`src/rtl/move_scheduler.sv`:
```
// Move command sequencer: issues LFSR shuffle moves during GAME_INITIAL and
// FIFO-buffered player moves during GAMING over a valid/ready handshake.
module move_scheduler #(
  parameter int         DEPTH         = 4,
  parameter int         SHUFFLE_MOVES = 16,
  parameter logic [7:0] LFSR_SEED     = 8'hA5
) (
  input  logic       clk_d,
  input  logic       rst,
  input  logic [1:0] game_status,
  input  logic [3:0] act_flag,
  input  logic       mv_ready,
  output logic       mv_valid,
  output logic [1:0] mv_dir,
  output logic       mv_src,
  output logic       shuffling,
  output logic       shuffle_done,
  output logic [7:0] step_count,
  output logic       overflow
);

  localparam int         AW        = $clog2(DEPTH);
  localparam logic [7:0] LAST_MOVE = 8'(SHUFFLE_MOVES - 1);
  localparam logic [AW:0] PTR_ONE  = {{AW{1'b0}}, 1'b1};

  typedef enum logic [2:0] {S_IDLE, S_SHUFFLE, S_WAIT_PLAY, S_PLAY, S_FROZEN} state_t;

  state_t      state_q, state_d;
  logic [7:0]  lfsr_q, lfsr_d;
  logic [7:0]  shuf_cnt_q, shuf_cnt_d;
  logic [7:0]  step_q, step_d;
  logic [1:0]  last_dir_q, last_dir_d;
  logic [AW:0] wr_ptr_q, wr_ptr_d, rd_ptr_q, rd_ptr_d;
  logic [1:0]  mem_q [DEPTH];
  logic [1:0]  mem_d [DEPTH];
  logic        ovf_q, ovf_d;
  logic        done_q, done_d;

  logic        fifo_empty, fifo_full, push, pop, flush, xfer;
  logic [1:0]  push_dir, cand, shuf_dir;

  // Fibonacci LFSR, taps 8,6,5,4, shifting left with feedback into bit 0
  function automatic logic [7:0] lfsr_step(input logic [7:0] l);
    return {l[6:0], l[7] ^ l[5] ^ l[4] ^ l[3]};
  endfunction

  assign fifo_empty = (wr_ptr_q == rd_ptr_q);
  assign fifo_full  = (wr_ptr_q[AW] != rd_ptr_q[AW]) &&
                      (wr_ptr_q[AW-1:0] == rd_ptr_q[AW-1:0]);

  // Never undo the previous shuffle move: an inverse candidate is turned 90 degrees
  assign cand     = lfsr_q[1:0];
  assign shuf_dir = (cand == (last_dir_q ^ 2'd1)) ? (cand ^ 2'd2) : cand;

  always_comb begin
    push_dir = 2'd3;
    if (act_flag[0])      push_dir = 2'd0;
    else if (act_flag[1]) push_dir = 2'd1;
    else if (act_flag[2]) push_dir = 2'd2;
  end

  always_comb begin
    mv_valid = 1'b0;
    mv_dir   = 2'd0;
    mv_src   = 1'b0;
    case (state_q)
      S_SHUFFLE: begin
        mv_valid = (game_status != 2'b00);
        mv_dir   = shuf_dir;
        mv_src   = 1'b1;
      end
      S_PLAY: begin
        mv_valid = !fifo_empty && (game_status != 2'b00);
        mv_dir   = fifo_empty ? 2'd0 : mem_q[rd_ptr_q[AW-1:0]];
      end
      default: ;
    endcase
  end

  assign xfer = mv_valid & mv_ready;

  always_comb begin
    state_d    = state_q;
    lfsr_d     = lfsr_q;
    shuf_cnt_d = shuf_cnt_q;
    step_d     = step_q;
    last_dir_d = last_dir_q;
    wr_ptr_d   = wr_ptr_q;
    rd_ptr_d   = rd_ptr_q;
    mem_d      = mem_q;
    ovf_d      = ovf_q;
    done_d     = 1'b0;
    push       = 1'b0;
    pop        = 1'b0;
    flush      = 1'b0;

    case (state_q)
      S_IDLE: begin
        if (game_status == 2'b10) begin
          state_d    = S_SHUFFLE;
          shuf_cnt_d = 8'd0;
        end
      end
      S_SHUFFLE: begin
        if (xfer) begin
          last_dir_d = shuf_dir;
          shuf_cnt_d = shuf_cnt_q + 8'd1;
          lfsr_d     = lfsr_step(lfsr_q);
          if (shuf_cnt_q == LAST_MOVE) begin
            done_d  = 1'b1;
            state_d = S_WAIT_PLAY;
          end
        end
      end
      S_WAIT_PLAY: begin
        if (game_status == 2'b01) begin
          step_d  = 8'd0;
          ovf_d   = 1'b0;
          state_d = S_PLAY;
        end
      end
      S_PLAY: begin
        pop  = xfer;
        push = |act_flag;
        if (game_status == 2'b11) begin
          state_d = S_FROZEN;
          flush   = 1'b1;
        end
      end
      S_FROZEN: begin
        flush = 1'b1;
        if (game_status == 2'b00) begin
          state_d = S_IDLE;
        end else if (game_status == 2'b10) begin
          state_d    = S_SHUFFLE;
          shuf_cnt_d = 8'd0;
        end
      end
      default: state_d = S_IDLE;
    endcase

    if (game_status == 2'b00) begin
      state_d = S_IDLE;
      flush   = 1'b1;
      push    = 1'b0;
      pop     = 1'b0;
    end

    if (pop) begin
      rd_ptr_d = rd_ptr_q + PTR_ONE;
      step_d   = (step_q == 8'hFF) ? step_q : step_q + 8'd1;
    end
    // A simultaneous pop frees a slot, so a full FIFO still accepts the push
    if (push) begin
      if (!fifo_full || pop) begin
        mem_d[wr_ptr_q[AW-1:0]] = push_dir;
        wr_ptr_d                = wr_ptr_q + PTR_ONE;
      end else begin
        ovf_d = 1'b1;
      end
    end
    if (flush) begin
      wr_ptr_d = '0;
      rd_ptr_d = '0;
    end
  end

  always_ff @(posedge clk_d or negedge rst) begin
    if (!rst) begin
      state_q    <= S_IDLE;
      lfsr_q     <= LFSR_SEED;
      shuf_cnt_q <= 8'd0;
      step_q     <= 8'd0;
      last_dir_q <= 2'd0;
      wr_ptr_q   <= '0;
      rd_ptr_q   <= '0;
      ovf_q      <= 1'b0;
      done_q     <= 1'b0;
    end else begin
      state_q    <= state_d;
      lfsr_q     <= lfsr_d;
      shuf_cnt_q <= shuf_cnt_d;
      step_q     <= step_d;
      last_dir_q <= last_dir_d;
      wr_ptr_q   <= wr_ptr_d;
      rd_ptr_q   <= rd_ptr_d;
      ovf_q      <= ovf_d;
      done_q     <= done_d;
    end
  end

  // Storage needs no reset: entries are only read between valid pointers
  always_ff @(posedge clk_d) begin
    mem_q <= mem_d;
  end

  assign shuffling    = (state_q == S_SHUFFLE);
  assign shuffle_done = done_q;
  assign step_count   = step_q;
  assign overflow     = ovf_q;

endmodule

```
`config.mk`:
```
export PLATFORM = sky130hd
export DESIGN_NAME = move_scheduler
export DESIGN_NICKNAME = d
export VERILOG_FILES = /design/src/rtl/move_scheduler.sv
export SDC_FILE = /design/constraint.sdc
export NUM_CORES = 1
export LEC_CHECK = 0
export BUFFER_PORTS_ARGS = -buffer_cell sky130_fd_sc_hd__buf_4
export CAP_MARGIN = 0
export CORE_MARGIN = 1.5
export CORE_UTILIZATION = 50
export DETAILED_ROUTE_END_ITERATION = 7
export GPL_ROUTABILITY_DRIVEN = 0
export GPL_TIMING_DRIVEN = 0
export PLACE_DENSITY = 0.8
export SYNTH_ARGS = -nofsm -noshare
export SYNTH_HDL_FRONTEND = slang
export SYNTH_SLANG_ARGS = --single-unit
```
`constraint.sdc`:
```
create_clock -name clk_d -period 4.1 [get_ports clk_d]
set_clock_uncertainty 0.15 [all_clocks]
set_input_delay 0.82 -clock clk_d [delete_from_list [all_inputs] [get_ports clk_d]]
set_output_delay 0.82 -clock clk_d [all_outputs]
set_load 0.02 [all_outputs]
```
After elaboration in Yosys (flattened, before gate mapping)
Index checks and enable logic that the tools add are counted.
Storage, ports and cells
  logic and storage cells: 120
  output and inout bits: 15
  register bits: 45
  input port bits: 9
Operators by class
  reduce and logical (&&, ||, !) cells: 23
  order comparisons: 3
  bitwise operators: 8
  $add $sub $neg: 4
  eq/ne operators: 21
  mux-type cells: 48
Operators by type and width (number)
  8-bit 2-to-1 mux: 7
  3-bit 2-to-1 mux: 11
  8-bit one-hot mux with 3 select lines: 1
  8-bit by 1-bit adder with 8-bit output, second input constant: 2
  1-bit 2-to-1 mux: 15
  2-bit 2-to-1 mux: 7
  3-bit one-hot mux with 4 select lines: 1
  2-bit nonzero test: 6
  3-bit by 1-bit != test with 1-bit output, second input constant: 3
  8-bit bitwise mux: 1
  8-bit by 4-bit == test with 1-bit output, second input constant: 1
  8-bit == test, second input constant: 1
  3-bit by 1-bit adder with 3-bit output, second input constant: 2
  3-bit by 2-bit == test with 1-bit output, second input constant: 2
  3-bit >= comparator, second input constant: 2
  3-bit != test, second input constant: 2
  2-bit NOT with 3-bit output: 2
  2-bit AND reduction: 3
  3-bit AND reduction: 2
  5-bit AND reduction: 1
  2-bit binary-select mux with 2-bit select: 1
  2-bit demux with 2-bit select: 1
  2-bit == test: 2
  2-bit == test, second input constant: 2
  21 further kinds: 29

Depth between registers and ports, before layout
Gate-level depths: netlist of run 1.
  depth in word-level cells: 11
  mapped depth: 8
  mapped depth without buffers: 6

Worst setup path before layout of run 1
No wires, ideal clock.
  path type: in2out
  start: in game_status[0]
  end: out mv_valid
  required time: 3.130 ns
  path slack: 1.408 ns
  buffers on the path: 1
  arrival time: 1.722 ns
  cell stages on the path: 4
  path through: inv_1 -> ha_1 -> buf_4 -> a211oi_1
On the way
  word-level cells in the longest chain between the ends: 3
RTL lines
  start, declared: line 10  | input logic [1:0] game_status,
  2-bit nonzero test (*): line 68, 73
  1-bit logical AND: line 73  | mv_valid = !fifo_empty && (game_status != 2'b00);
  1-bit one-hot mux with 2 select lines (*): line 66  | case (state_q)
  end, declared: line 13  | output logic mv_valid,
Every way passes the cells marked *; elsewhere a longest branch is shown, timed or not.

Worst setup path after layout of run 1
  start: reg rd_ptr_q[1]
  end: out mv_valid
On the way
  word-level cells in the longest chain between the ends: 4
RTL lines
  start, declared: line 33  | logic [AW:0] wr_ptr_q, wr_ptr_d, rd_ptr_q, rd_ptr_d;
  start signal, assigned: line 186  | rd_ptr_q <= rd_ptr_d;
  3-bit == test: line 47  | assign fifo_empty = (wr_ptr_q == rd_ptr_q);
  1-bit zero test: line 73
  1-bit logical AND: line 73
  1-bit one-hot mux with 2 select lines: line 66
Every way passes these cells.

==> results, run 1 <==
- The power density of the placed cells is 350 nW/um^2.
- The count of pins on the block boundary is 24.
- The final count of pins violating max slew is 0.
- The detailed-route vias per instance is 5.56.
- The placed instances occupy a cell area of 2690 um^2.
- The detailed router placed 1824 vias in this run.
- The total routing resource utilization after global routing is 0.200.
- The DRC violations left is 0.
- The count of cells in the finished layout, fillers not included, comes to 328.
- The number of nets in the synthesized netlist is 251.
- The placeable core region is 4720 um^2.
- The port buffer count is 22.
- The final design area excluding fillers is 2780 um^2.
- The clock passes through at most 2 buffers.
- Synthesis inferred 44 register bits.
- The sequential share of the synthesized area is 0.470.
- OpenSTA, run right after detailed placement, puts the worst setup slack at 1.19 ns.
- The number of enable-type register cells in the synthesized netlist is 8.
- In the finished design, the share of the clock period the worst path needs comes to 0.673.
- The flow ran to the end, and the final reports show no timing, DRC or antenna violations.
- The element type at the critical path end is an output pin.
- The pre-antenna-repair detailed-routing pass consisted of 4 iterations.
- The number of buffers added by the clock tree synthesis step is 5.
- The worst ir drop on vdd is 0.190 mV.
- STA classifies the critical path startpoint as a flip-flop.
- The data required time at the worst endpoint is 3.13 ns.
- For this run, asynchronously set or reset flops after synthesis account for 0.818.
- The final core area utilization is 0.588.
- The clock period could shrink to 2.76 ns.
- For this configuration, the core starts out at a cell density of 0.516.
- After clock tree synthesis, the flow added hold-fix buffers numbering 0.
- After synthesis, the mean cell area works out to 10.5 um^2.
- At the pin with the least slew margin, the transition time is 0.943 ns.
- The die outline area is 5300 um^2.
- The final setup violation count is 0.
- The number of hold-slack violations in the final timing report is 0.
- The sum of negative setup slack is 0 ns.
- The HPWL after detailed placement is 3.39 mm.
- The final wirelength is 4.67 mm.
- In this run, distinct cell masters in the synthesized netlist total 55.
- The worst endpoint data arrival time is 1.79 ns.
- The worst relative slew slack is 0.363.
- After layout, the worst setup slack is 1.34 ns.
- The number of post-CTS setup repair buffers is 0.
- Clock-pin slew was measured on the worst setup and hold paths at 0.08 ns.
- CTS saw 44 sinks.
- The total grt overflow is 0.
- The CTS tree is yes.
- The number of antenna violations at the first check in global routing is 0.
- After detailed routing, the average wire length per cell comes to 14.2 um.
- The first-pass GRT wire length is 8.31 mm.
- From synthesis to final layout, the design area changed by 14.0%.
- The number of core rows is 25.
- The buffer type at the clock tree root is sky130_fd_sc_hd__clkbuf_8.
- The class of the most critical hold timing path is in -> async.
- Setup repair after global routing left no endpoint under its margin.
- The main flop type after synthesis is sky130_fd_sc_hd__dfrtp_1.
- Summed over all cells, the static leakage comes to 1.22 nW.
- The clock reaches the later pin of the worst-skew pair after 0.29 ns.
- The timing-limited maximum frequency is 362 MHz.
- The maximum number of pins on one net before global-route repair is 37.
- The repair_antennas step left the layout with diodes totalling 0.
- The number of violations of the max-capacitance limit is 0.
- The via count of the first global-routing pass is 1829.
- After the last flow step, the layout net total stands at 280.
- Of the cells placed in the final design, the portion with a size suffix greater than 1 is 0.211.
- Measured along the x axis, the die boundary spans 72.8 um.
- The post-detailed-route count of antenna-violating nets is 0.
- After the first detailed-routing iteration, the DRC count stood at 145.
- The count of warnings emitted by yosys is 0.
- The design draws 0.971 mW.
- The H-tree level count is 2.
- Counting tap cells, the placed design contains a total of 320 instances.
- Post-CTS repair changed the size of 0 cells.
- The minimum hold slack is 0.320 ns.
- The mapped cell area is 2440 um^2.
- The die is 72.8 um tall.
- The type of the worst setup path is reg -> out.
- In this run the worst path has a maximum fanout of 5.
- The number of instances in the synthesized netlist is 231.
## cell families after synthesis
logic type	count (synthesis)	share of synthesized area
flip-flops	44	0.470
AND/OR/NAND/NOR	87	0.205
XOR/XNOR	9	0.0354
buffers and inverters	20	0.0380
adder cells (fa/ha/maj)	12	0.0606
multiplexers	13	0.0709
AO/OA/AOI/OAI	46	0.120
## report_power, final
group	internal (mW)	total, mW	switching, mW
sequential	0.464	0.487	0.0227
clock	0.135	0.276	0.142
combinational	0.0878	0.208	0.120
## placed cells by master (no fill, tap or decap), types with 8 or more instances in the layout
cell type	count
sky130_fd_sc_hd__nand3_1	17
sky130_fd_sc_hd__nor2_1	9
sky130_fd_sc_hd__a21oi_1	12
sky130_fd_sc_hd__edfxtp_1	8
sky130_fd_sc_hd__buf_4	24
sky130_fd_sc_hd__ha_1	11
sky130_fd_sc_hd__inv_1	12
sky130_fd_sc_hd__dfrtp_1	32
sky130_fd_sc_hd__o21ai_0	14
sky130_fd_sc_hd__mux2_2	8
sky130_fd_sc_hd__nand2_1	19
## routing by layer
metal	share of wire	GRT usage
met1	0.45	0.257
met2	0.51	0.346
met3	0.028	0.0414
met4	0.0069	0.0503
met5	0	0
## critical path, cell delays in order (launching register included)
cell and delay, ns:
sky130_fd_sc_hd__dfrtp_1 0.45, sky130_fd_sc_hd__xor2_1 0.32, sky130_fd_sc_hd__or3_1 0.20, sky130_fd_sc_hd__inv_1 0.04
sky130_fd_sc_hd__a211oi_1 0.29, sky130_fd_sc_hd__buf_4 0.20
## sequential cells by signal, summed over array words and instances (netlist names), 3 cells and up
register / cells
rd_ptr_q: 3
state_q: 3
lfsr_q: 8
mem_q: 8
step_count: 8
shuf_cnt_q: 8
wr_ptr_q: 3
## synthesized netlist by cell type, types with 2 or more instances
cell	number	share of area
sky130_fd_sc_hd__o211ai_1	3	0.0092
sky130_fd_sc_hd__a21oi_1	12	0.025
sky130_fd_sc_hd__xor2_1	4	0.014
sky130_fd_sc_hd__nand3_1	17	0.035
sky130_fd_sc_hd__edfxtp_1	8	0.099
sky130_fd_sc_hd__nor2b_1	2	0.0051
sky130_fd_sc_hd__or4_1	5	0.015
sky130_fd_sc_hd__or3_1	5	0.013
sky130_fd_sc_hd__nor3_1	4	0.0082
sky130_fd_sc_hd__xnor2_1	4	0.014
sky130_fd_sc_hd__mux2_2	8	0.037
sky130_fd_sc_hd__nand2_1	19	0.029
sky130_fd_sc_hd__nor2_1	9	0.014
sky130_fd_sc_hd__inv_1	12	0.018
sky130_fd_sc_hd__o31ai_1	5	0.015
sky130_fd_sc_hd__dfrtp_1	32	0.33
sky130_fd_sc_hd__dfstp_2	4	0.043
sky130_fd_sc_hd__nand2b_1	5	0.013
sky130_fd_sc_hd__and3_1	6	0.015
sky130_fd_sc_hd__buf_4	2	0.0062
sky130_fd_sc_hd__clkbuf_1	3	0.0046
sky130_fd_sc_hd__ha_1	11	0.056
sky130_fd_sc_hd__mux2i_1	3	0.012
sky130_fd_sc_hd__mux4_1	2	0.022
sky130_fd_sc_hd__nor4b_1	2	0.0072
sky130_fd_sc_hd__o41ai_1	2	0.0072
sky130_fd_sc_hd__o21ai_0	14	0.029
## final timing paths
kind,slack [ns],cells after the start,end,from
setup / recovery,1.34,5,mv_valid,rd_ptr_q[1]
setup reg to reg,1.98,3,mem_q[0],wr_ptr_q[2]
hold reg to reg,0.35,2,overflow,overflow
min in group clk_d,0.35,2,overflow,overflow
hold / removal,0.32,1,overflow,rst
max in group asynchronous,3.13,1,lfsr_q[5],rst
## final cells by class
| type | instances | area, um^2 |
|---|---|---|
| Fill cell | 405 | 1950 |
| Clock buffer | 6 | 82.6 |
| Inverter | 12 | 45.0 |
| Tap cell | 67 | 83.8 |
| Timing Repair Buffer | 22 | 165 |
| Buffer | 8 | 47.5 |
| Clock inverter | 2 | 10.0 |
| Sequential cell | 44 | 1150 |
| Multi-Input combinational cell | 167 | 1200 |
Note: power is estimated with default switching activity, not from simulation.
==> run 2, diff against run 1 <==
--- a/config.mk
+++ b/config.mk
@@ -5,6 +5,7 @@
 export SDC_FILE = /design/constraint.sdc
 export NUM_CORES = 1
 export LEC_CHECK = 0
+export ABC_AREA = 1
 export BUFFER_PORTS_ARGS = -buffer_cell sky130_fd_sc_hd__buf_4
 export CAP_MARGIN = 0
 export CORE_MARGIN = 1.5
==> constraint.sdc (replaced) <==
create_clock -name clk_d -period 2.9 [get_ports clk_d]
set_clock_uncertainty 0.15 [all_clocks]
set_input_delay 0.58 -clock clk_d [delete_from_list [all_inputs] [get_ports clk_d]]
set_output_delay 0.58 -clock clk_d [all_outputs]
set_load 0.02 [all_outputs]
==> results, run 2 <==
- The run finished with clean final reports.
- TritonCTS created 5 clock buffers.
- The number of different library cells used by synthesis comes to 35.
- The number of core rows is 25.
- Using the TritonRoute via totals, the vias-per-cell ratio works out to 4.99.
- The element type at the critical path start is a primary input.
- The count of pins on the block boundary is 24.
- In this run the worst hold path is classified as in -> async.
- At the worst endpoint, the required time is 2.17 ns.
- The share of total power dissipated in the clock network is 0.225.
- The cell sitting at the root of the clock tree is a sky130_fd_sc_hd__clkbuf_8.
- The number of hold-slack violations in the final timing report is 0.
- Dividing the final minimum period by the clock period gives 0.836.
- Yosys mapped a number of flops with a built-in enable equal to 8.
- The H-tree level count is 2.
- Post-CTS repair changed the size of 0 cells.
- Along the worst path, the maximum fanout reaches 10.
- The number of nets in the synthesized netlist is 323.
- The CTS tree is yes.
- The number of post-CTS setup repair buffers is 0.
- The timing-limited maximum frequency is 413 MHz.
- The final design area excluding fillers is 2820 um^2.
- After detailed placement, the total cell area comes to 2710 um^2.
- The share of total power consumed by net switching is 0.383.
- The switching power summed over all nets is 0.793 mW.
- The number of violations of the max-capacitance limit is 0.
- After technology mapping, the gate count stands at 303.
- Relative to the synthesized area, the layout overhead comes to 14.8%.
- Yosys printed 0 warnings.
- The count of cells along the worst register-to-register path is 8.
- The total leakage power is 1.35 nW.
- The synthesized design contains 44 register bits.
- The port buffer count is 23.
- The clock transition at the registers of the reported paths is 0.08 ns.
- After global routing the overflow that remains totals 0.
- The number of clock sinks is 44.
- The top cell type's share of synthesized area is 0.326.
- In the layout the commonest cells are sky130_fd_sc_hd__nand2_1 (75), sky130_fd_sc_hd__inv_1 (43), sky130_fd_sc_hd__dfrtp_1 (32).
- Entering global routing, the biggest net connects 37 pins.
- Of the total power, registers draw 0.415.
- The total routing resource utilization after global routing is 0.198.
- The placeable core region is 4720 um^2.
- The startpoint identified for the worst register-to-register timing path is state_q[1].
- The pre-antenna-repair detailed-routing pass consisted of 4 iterations.
- The synthesized area per cell is 8.11 um^2.
- The post-detailed-route count of antenna-violating nets is 0.
- The setup slack on the worst flop-to-flop path is 0.79 ns.
- The die outline area is 5340 um^2.
- The setup path with the least slack is of type in -> out.
- The die is 73.1 um wide.
- The internal portion of the total power is 1.28 mW.
- The worst register-to-register path ends at mem_q[6].
- The leading area contributor after synthesis is sky130_fd_sc_hd__dfrtp_1.
- The final route contains 2002 vias.
- Counting along the longest clock path gives a buffer depth of 2.
- In the synthesized netlist the async set-or-reset flop fraction comes to 0.818.
- The average wire length per cell after detail routing is 11.8 um.
- The share of post-route cells with drive strength above 1 is 0.159.
- The number of antenna violations at the first check in global routing is 0.
- The mapped cell area is 2460 um^2.
- Setup violations remaining at the end of the flow were counted as 0.
- The transition time at the pin with the least slew margin is 0.465 ns.
- Of the total power, combinational logic draws 0.360.
- The most used flip-flop cell after synthesis is sky130_fd_sc_hd__dfrtp_1.
- The number of nets in the final layout is 353.
- The chip height is 73.1 um.
- The first routing iteration left 105 violations.
- The share of the Yosys chip area taken by registers is 0.466.
- The most numerous cell in the Yosys netlist is sky130_fd_sc_hd__nand2_1.
- The power density of the placed cells is 733 nW/um^2.
- The number of hold buffers added after cts is 0.
- STA classifies the critical path endpoint as an output pin.
- The initial utilization of the core area, before any placement, comes to 0.520.
- Setup repair after global routing left no endpoint under its margin.
- The smallest clock period supported by the final layout is computed as 2.42 ns.
- The launch point of the critical path is game_status[0].
- The antenna cell count is 0.
- The worst ir drop on vdd is 0.285 mV.
- The commonest cells after synthesis are sky130_fd_sc_hd__nand2_1 (75), sky130_fd_sc_hd__inv_1 (43), sky130_fd_sc_hd__dfrtp_1 (32).
- The first-pass GRT wire length is 8.28 mm.
- After detailed routing, the total wire length is 4.74 mm.
- The clock insertion delay at the later pin of the skew report is 0.29 ns.
- The final count of pins violating max slew came to 0.
- For this run, design rule violations remaining after detail routing come to 0.
- In the post-synthesis netlist, the biggest area contributors are sky130_fd_sc_hd__dfrtp_1 (33%), sky130_fd_sc_hd__nand2_1 (11%), sky130_fd_sc_hd__edfxtp_1 (9.8%).
- Data on the critical path arrives at its endpoint at 1.69 ns.
- The sum of negative setup slack is 0 ns.
- The library cell used most frequently in the layout, excluding fill and tap cells, is sky130_fd_sc_hd__nand2_1.
- The via count of the first global-routing pass is 1858.
- The worst relative slew slack is 0.690.
- The detailed placer's ending HPWL is 3.45 mm.
run 2: routing by layer:
layer / global-route usage / part of all wire / wire (um) / vias to the layer above
li1: - / - / - / 1036
met1: 0.274 / 0.48 / 2260 / 909
met2: 0.318 / 0.48 / 2260 / 50
met3: 0.0304 / 0.035 / 166 / 7
met4: 0.0608 / 0.013 / 62 / 0
met5: 0 / 0 / 0 / -
run 2: critical path, cell delays in order:
cell                       delay [ns]
sky130_fd_sc_hd__buf_4           0.12
sky130_fd_sc_hd__inv_1           0.09
sky130_fd_sc_hd__ha_1            0.22
sky130_fd_sc_hd__clkinv_1        0.24
sky130_fd_sc_hd__nand3_1         0.18
sky130_fd_sc_hd__nand2_2         0.09
sky130_fd_sc_hd__buf_4           0.16
run 2: layout make-up:
type,count,area [um^2]
Multi-Input combinational cell,209,1110
Clock inverter,2,35.0
Tap cell,67,83.8
Sequential cell,44,1150
Timing Repair Buffer,23,173
Inverter,47,181
Clock buffer,6,72.6
Fill cell,429,1900
Buffer,3,16.3
run 2: cells by family after synthesis:
kind of cell	share of synthesized area
buf+inv	0.0804
simple gates	0.284
fa+ha+maj	0.0560
flops	0.466
xor+xnor	0.0285
compound gates	0.0850
run 2: worst max path at each step:
stage	to	depth (start not counted)	slack [ns]
final	mv_valid	7	0.48
after global routing	mv_dir[0]	8	0.34
after CTS	mv_valid	7	0.49
after detailed placement	mem_q[7]	10	0.49
after global placement	mem_q[0]	10	0.56
after floorplan	mem_q[2]	9	0.77
run 2: power groups by stage:
stage	clock network, mW	logic [mW]	registers [mW]
floorplan	0	0.529	0.859
global placement	0	0.723	0.862
detailed placement	0	0.737	0.870
CTS	0.471	0.747	0.859
global route	0.500	0.845	0.874
finish	0.465	0.745	0.860
run 2: metrics by stage:
step           power (mW)   util  setup slack [ns]  hold slack [ns]  instances
2_1_floorplan        1.39      -             0.770            0.134        303
3_5_place_dp         1.61  0.575             0.491            0.327        393
4_1_cts              2.08  0.597             0.492            0.103        401
6_report             2.07  0.597             0.476           0.0765        401
5_1_grt              2.22  0.597             0.343            0.126        401
3_3_place_gp         1.59  0.575             0.558            0.308        393
